File: config.mk
export PLATFORM = sky130hd
export DESIGN_NAME = ttc_multi25
export DESIGN_NICKNAME = d
export VERILOG_FILES = /design/src/rtl/ttc_multi25.sv
export SDC_FILE = /design/constraint.sdc
export NUM_CORES = 1
export LEC_CHECK = 0
export ABC_AREA = 1
export BUFFER_PORTS_ARGS = -buffer_cell sky130_fd_sc_hd__buf_2
export CAP_MARGIN = 20
export CORE_MARGIN = 2
export CORE_UTILIZATION = 34
export DETAILED_ROUTE_END_ITERATION = 16
export SKIP_LAST_GASP = 1
export SLEW_MARGIN = 10
export SYNTH_ARGS = -nofsm -noshare
export SYNTH_HDL_FRONTEND = slang
export SYNTH_SLANG_ARGS = --single-unit
export TNS_END_PERCENT = 100
File: constraint.sdc
create_clock -name pclk25 -period 2.8 [get_ports pclk25]
set_clock_uncertainty 0.1 [all_clocks]
set_input_delay 0.28 -clock pclk25 [delete_from_list [all_inputs] [get_ports pclk25]]
set_output_delay 0.28 -clock pclk25 [all_outputs]
set_load 0.005 [all_outputs]
File: src/rtl/ttc_multi25.sv
// ttc_multi25: parametrised multi-channel APB timer/counter with prescaler, free-run/interval
// and one-shot modes, match compare, and sticky write-1-to-clear interrupt status.
module ttc_multi25 #(
    parameter int unsigned NUM_CH  = 3,
    parameter int unsigned CNT_W   = 16,
    parameter int unsigned PRESC_W = 8
) (
    input  logic              pclk25,
    input  logic              p_reset25,
    input  logic              psel25,
    input  logic              penable25,
    input  logic              pwrite25,
    input  logic [7:0]        paddr25,
    input  logic [31:0]       pwdata25,
    output logic [31:0]       prdata25,
    output logic [NUM_CH-1:0] interrupt25
);
    localparam int unsigned        FLAG_W    = 2 * NUM_CH;
    localparam logic [CNT_W-1:0]   CNT_ONE   = CNT_W'(1);
    localparam logic [PRESC_W-1:0] PRESC_ONE = PRESC_W'(1);

    logic                    w_wr;
    logic [3:0]              w_ch;
    logic [1:0]              w_reg;
    logic                    w_glob;
    logic [FLAG_W-1:0]       w_set;
    logic [FLAG_W-1:0]       w_clr;
    logic [NUM_CH-1:0][31:0] w_rd_ch;
    logic                    w_unused_bits;

    logic [FLAG_W-1:0]       r_int_status;
    logic [FLAG_W-1:0]       r_int_en;

    assign w_wr          = psel25 & penable25 & pwrite25;
    assign w_ch          = paddr25[7:4];
    assign w_reg         = paddr25[3:2];
    assign w_glob        = (w_ch == 4'hF);
    assign w_clr         = (w_wr && w_glob && w_reg == 2'd0) ? pwdata25[FLAG_W-1:0] : '0;
    assign w_unused_bits = ^{paddr25[1:0], pwdata25};

    for (genvar k = 0; k < NUM_CH; k++) begin : g_ch
        logic               r_en;
        logic               r_mode;
        logic               r_oneshot;
        logic               r_match_en;
        logic [PRESC_W-1:0] r_presc;
        logic [PRESC_W-1:0] r_pcnt;
        logic [CNT_W-1:0]   r_load;
        logic [CNT_W-1:0]   r_match;
        logic [CNT_W-1:0]   r_count;

        logic               w_sel;
        logic               w_wr_ctrl;
        logic               w_restart;
        logic               w_tick;
        logic               w_tick_eff;
        logic               w_wrap;
        logic [CNT_W-1:0]   w_next;
        logic [31:0]        w_rd;

        assign w_sel      = w_wr & (w_ch == 4'(k));
        assign w_wr_ctrl  = w_sel & (w_reg == 2'd0);
        assign w_restart  = w_wr_ctrl & pwdata25[4];
        // >= keeps the prescaler bounded if PRESC is lowered below the running count
        assign w_tick     = r_en & (r_pcnt >= r_presc);
        assign w_tick_eff = w_tick & ~w_restart;

        always_comb begin
            w_wrap = 1'b0;
            w_next = r_count + CNT_ONE;
            if (r_mode) begin
                if (r_count >= r_load) begin
                    w_next = '0;
                    w_wrap = 1'b1;
                end
            end else begin
                w_wrap = &r_count;
            end
        end

        assign w_set[2*k]   = w_tick_eff & w_wrap;
        assign w_set[2*k+1] = w_tick_eff & r_match_en & (w_next == r_match);

        always_ff @(posedge pclk25) begin
            if (p_reset25) begin
                r_en       <= 1'b0;
                r_mode     <= 1'b0;
                r_oneshot  <= 1'b0;
                r_match_en <= 1'b0;
                r_presc    <= '0;
                r_pcnt     <= '0;
                r_load     <= '0;
                r_match    <= '0;
                r_count    <= '0;
            end else begin
                if (w_wr_ctrl) begin
                    r_en       <= pwdata25[0];
                    r_mode     <= pwdata25[1];
                    r_oneshot  <= pwdata25[2];
                    r_match_en <= pwdata25[3];
                    r_presc    <= pwdata25[8 +: PRESC_W];
                end else if (w_tick && w_wrap && r_oneshot) begin
                    r_en <= 1'b0;
                end
                if (w_sel && w_reg == 2'd1) begin
                    r_load <= pwdata25[CNT_W-1:0];
                end
                if (w_sel && w_reg == 2'd2) begin
                    r_match <= pwdata25[CNT_W-1:0];
                end
                if (w_restart) begin
                    r_count <= '0;
                    r_pcnt  <= '0;
                end else if (r_en) begin
                    r_pcnt <= w_tick ? '0 : r_pcnt + PRESC_ONE;
                    if (w_tick) begin
                        r_count <= w_next;
                    end
                end
            end
        end

        always_comb begin
            w_rd = '0;
            case (w_reg)
                2'd0: begin
                    w_rd[0]            = r_en;
                    w_rd[1]            = r_mode;
                    w_rd[2]            = r_oneshot;
                    w_rd[3]            = r_match_en;
                    w_rd[8 +: PRESC_W] = r_presc;
                end
                2'd1:    w_rd = 32'(r_load);
                2'd2:    w_rd = 32'(r_match);
                default: w_rd = 32'(r_count);
            endcase
        end

        assign w_rd_ch[k]     = w_rd;
        assign interrupt25[k] = |(r_int_status[2*k +: 2] & r_int_en[2*k +: 2]);
    end

    // Hardware set takes priority over a same-edge W1C clear.
    always_ff @(posedge pclk25) begin
        if (p_reset25) begin
            r_int_status <= '0;
            r_int_en     <= '0;
        end else begin
            r_int_status <= (r_int_status & ~w_clr) | w_set;
            if (w_wr && w_glob && w_reg == 2'd1) begin
                r_int_en <= pwdata25[FLAG_W-1:0];
            end
        end
    end

    always_comb begin
        prdata25 = '0;
        if (psel25 && !pwrite25) begin
            if (w_glob) begin
                if (w_reg == 2'd0) begin
                    prdata25 = 32'(r_int_status);
                end else if (w_reg == 2'd1) begin
                    prdata25 = 32'(r_int_en);
                end
            end else begin
                for (int k = 0; k < NUM_CH; k++) begin
                    if (w_ch == 4'(k)) begin
                        prdata25 = w_rd_ch[k];
                    end
                end
            end
        end
    end

endmodule
==> flow_summary.toml <==
[status]
status = "completed"

[power]
cellPowerDensity_mw_per_mm2 = 447
p_int_w = 0.00504
peakVddDrop_uv = 323
leakage_nw = 6.30
power_frac_seq_pct = 45.5
p_sw_share_pct = 25.6
combPwrFrac_pct = 6.7
clkPwrFrac_pct = 47.8
switching_power_w = 0.00173

[clock_tree]
ctsLongestPathBuffers = 3
tritoncts = "built"
htreeDepth = 1
cts.sinks = 216
clk_latency_ns = 0.55
clk_pin_slew_worst_paths_ns = 0.07
cts-root-buf = "clkbuf_16"
cts_made_buffers = 25

[synth]
ys_types = 47
seq_area_frac_synth_pct = 33.0
syn_inst = 1904
synthFlopType = "dfxtp_1"
synth_edf_count = 0
yosys_warnings = 0
ys_seq_elements = 216
synthArstFlopShare_pct = 0
mappedNetlistArea_mm2 = 0.0131
synth_area_per_cell_um2 = 6.88

[placed_design]
gp_congestion = 0.940
hpwl_um = 35000
place_ws_ns = 0.0421
placedCellCount = 2474
portBuffers = 45

[critical_path]
crit_required_ns = 2.42
crit_type = "register to output pin"
critPathArrivalTime_ns = 2.29
critPathLaunchType = "register"
path_buf_inv = 3
cpPeakStageDelay_ns = 0.35
path_cells = "inv_1 -> o221ai_1 -> a21oi_1 -> o22ai_1 -> a211oi_1 -> nor3_1 -> buf_4 -> buf_2"
end_kind = "output pin"
cp_top_family = "compound AO/OA/AOI/OAI gates"
cp_max_fo = 6
worst_path_max_delay_cell = "dfxtp_1"

[worst_hold_path]
hold_path_class = "input pin to register"

[detailed_routing]
drtIter0Drc = 1037
remaining_drc_errors = 0
avgRoutedWirePerCell_um = 18.8
antenna_left = 0
wl_um = 47400
num_vias = 13400
vias_per_cell = 5.31
drt_first_pass_iters = 7

[floorplan]
die_w_um = 200
start_util_pct = 34.6
dieArea_mm2 = 0.0401
die-height_um = 200
rows = 71
io_pins = 80
design.core.area_mm2 = 0.0378

[global_routing]
grt_antenna_before_repair = 0
grt_max_degree = 48
grt_overflow = 0
use_met3_pct = 3.84
top_usage_layer = "met2"
use_met1_pct = 31.0
grt_pass1_vias = 12700
grt_util_all_layers_pct = 23.2
grt_use_met2_pct = 36.6
grt_pass1_wl_um = 73100

[layout]
multi_input_area_mm2 = 0.00741
area_growth_syn_to_layout_pct = 15.9
n_fill_cell = 4051
fin_cells = 2521
n_antenna_cell = 0
regArea_mm2 = 0.00432
final_nets = 2117
post-route-util_pct = 40.1
drive_gt1_share_pct = 11.1

[timing]
setup_viol = 0
rsz0062_at_grt = "no"
fin_tns_setup_ns = 0
maxSlewHeadroom_pct = 62.4
drv_slew = 0
finalCritPeriodShare_pct = 95.5
setup_slack_ns = 0.125
hold_slack_ns = 0.0691
fin_crit_ns = 2.67
timing.fmax_mhz = 374
hold_viol_final = 0
worst_pin_slew_ns = 0.564

[job]
cap_viol_max_count = 0
cells in the mapped netlist, drive strengths merged (9+ instances only):
| master | number | area share, % |
|---|---|---|
| nand2 | 308 | 9.0 |
| nor3 | 39 | 1.6 |
| nand3 | 77 | 3.1 |
| nand4 | 20 | 1.0 |
| inv | 259 | 7.4 |
| o211ai | 9 | 0.52 |
| a21oi | 252 | 9.7 |
| clkbuf | 66 | 1.9 |
| o22ai | 21 | 1.0 |
| dfxtp | 216 | 33 |
| a211oi | 28 | 1.6 |
| nor2 | 146 | 4.5 |
| xnor2 | 9 | 0.60 |
| a221oi | 14 | 0.94 |
| ha | 78 | 7.5 |
| o221ai | 20 | 1.3 |
| o21ai | 231 | 8.9 |
| buf | 32 | 1.6 |
| xor2 | 43 | 2.9 |
final timing paths:
path	startpoint	end	slack, ns	cells after the start
max	g_ch[0].r_en	prdata25[0]	0.13	8
min	pwdata25[5]	g_ch[1].r_match[5]	0.07	3
max reg2reg	g_ch[2].r_load[7]	r_int_status[5]	0.19	18
min reg2reg	r_int_en[4]	r_int_en[4]	0.37	2
logic make-up after synthesis:
kind of cell	Yosys count	share of synthesized area, %
AOI/OAI and AO/OA	589	24.9
xor gates and xnor gates	52	3.48
adders and majority gates	78	7.45
buffers and inverters	364	11.2
DFF	216	33.0
other	1	0.0286
and+or+nand+nor	604	20.0
timing repair:
action,4_1_cts,5_1_grt
buffers inserted,0,2
resized for setup,0,9
hold endpoints to repair,6,0
setup endpoints to repair,0,7
hold buffers,1,0
layout by cell type (no fill, tap or decap), drive strengths merged, types with 3 or more instances in the layout:
| cell | n |
|---|---|
| nand2 | 309 |
| inv | 258 |
| a21oi | 252 |
| o21ai | 231 |
| dfxtp | 216 |
| nor2 | 146 |
| buf | 144 |
| ha | 78 |
| nand3 | 77 |
| xor2 | 43 |
| nor3 | 39 |
| clkbuf | 32 |
| a211oi | 28 |
| o22ai | 21 |
| o221ai | 20 |
| nand4 | 20 |
| conb | 16 |
| clkinv | 16 |
| a221oi | 14 |
| o211ai | 9 |
| xnor2 | 9 |
| nand3b | 7 |
| o2111ai | 6 |
| a22o | 3 |
| and3b | 3 |
routing by layer:
layer,vias up,share of wire (%)
li1,6572,-
met1,6213,45
met2,484,44
met3,109,7.0
met4,0,4.8
met5,-,0
sequential cells by signal (all words and copies together) (netlist names):
register and count:
g_ch.r_pcnt 24, g_ch.r_oneshot 3, g_ch.r_presc 24, g_ch.r_match 48, g_ch.r_count 48, g_ch.r_mode 3
r_int_status 6, g_ch.r_en 3, r_int_en 6, g_ch.r_load 48, g_ch.r_match_en 3
worst register-to-register path: stages (launching register included):
cell,delay (ns)
dfxtp_1,0.33
inv_1,0.06
ha_1,0.29
nand2_1,0.11
nor2_1,0.15
and2_1,0.14
nor2_1,0.04
nand2_1,0.09
nand2_1,0.07
nand2_2,0.10
nand2_1,0.10
buf_4,0.18
nand2_1,0.07
nand2_1,0.05
nand2_1,0.10
nand3_1,0.08
nor2_1,0.17
nand3_1,0.18
a21oi_1,0.15
power groups by stage:
stage / clock [W] / sequential, W / combinational [W]
4_1_cts: 0.00328 / 0.00308 / 0.000436
6_report: 0.00324 / 0.00308 / 0.000451
2_1_floorplan: 0 / 0.00315 / 0.000228
3_5_place_dp: 0 / 0.00315 / 0.000433
3_3_place_gp: 0 / 0.00315 / 0.000427
5_1_grt: 0.00340 / 0.00308 / 0.000481
per-stage QoR:
step,total power (W),area (um2)
CTS,0.00680,15100
global route,0.00696,15200
detailed placement,0.00359,14300
global placement,0.00358,14300
floorplan,0.00338,13200
finish,0.00678,15200
cell type report:
class / count / share of cell area, %
Timing Repair Buffer: 145 / 6.80
Multi-Input combinational cell: 1340 / 48.8
Clock inverter: 11 / 0.734
Tap cell: 511 / 4.21
Clock buffer: 32 / 4.36
Sequential cell: 216 / 28.5
Inverter: 266 / 6.59
Note: power is estimated with default switching activity, not from simulation.
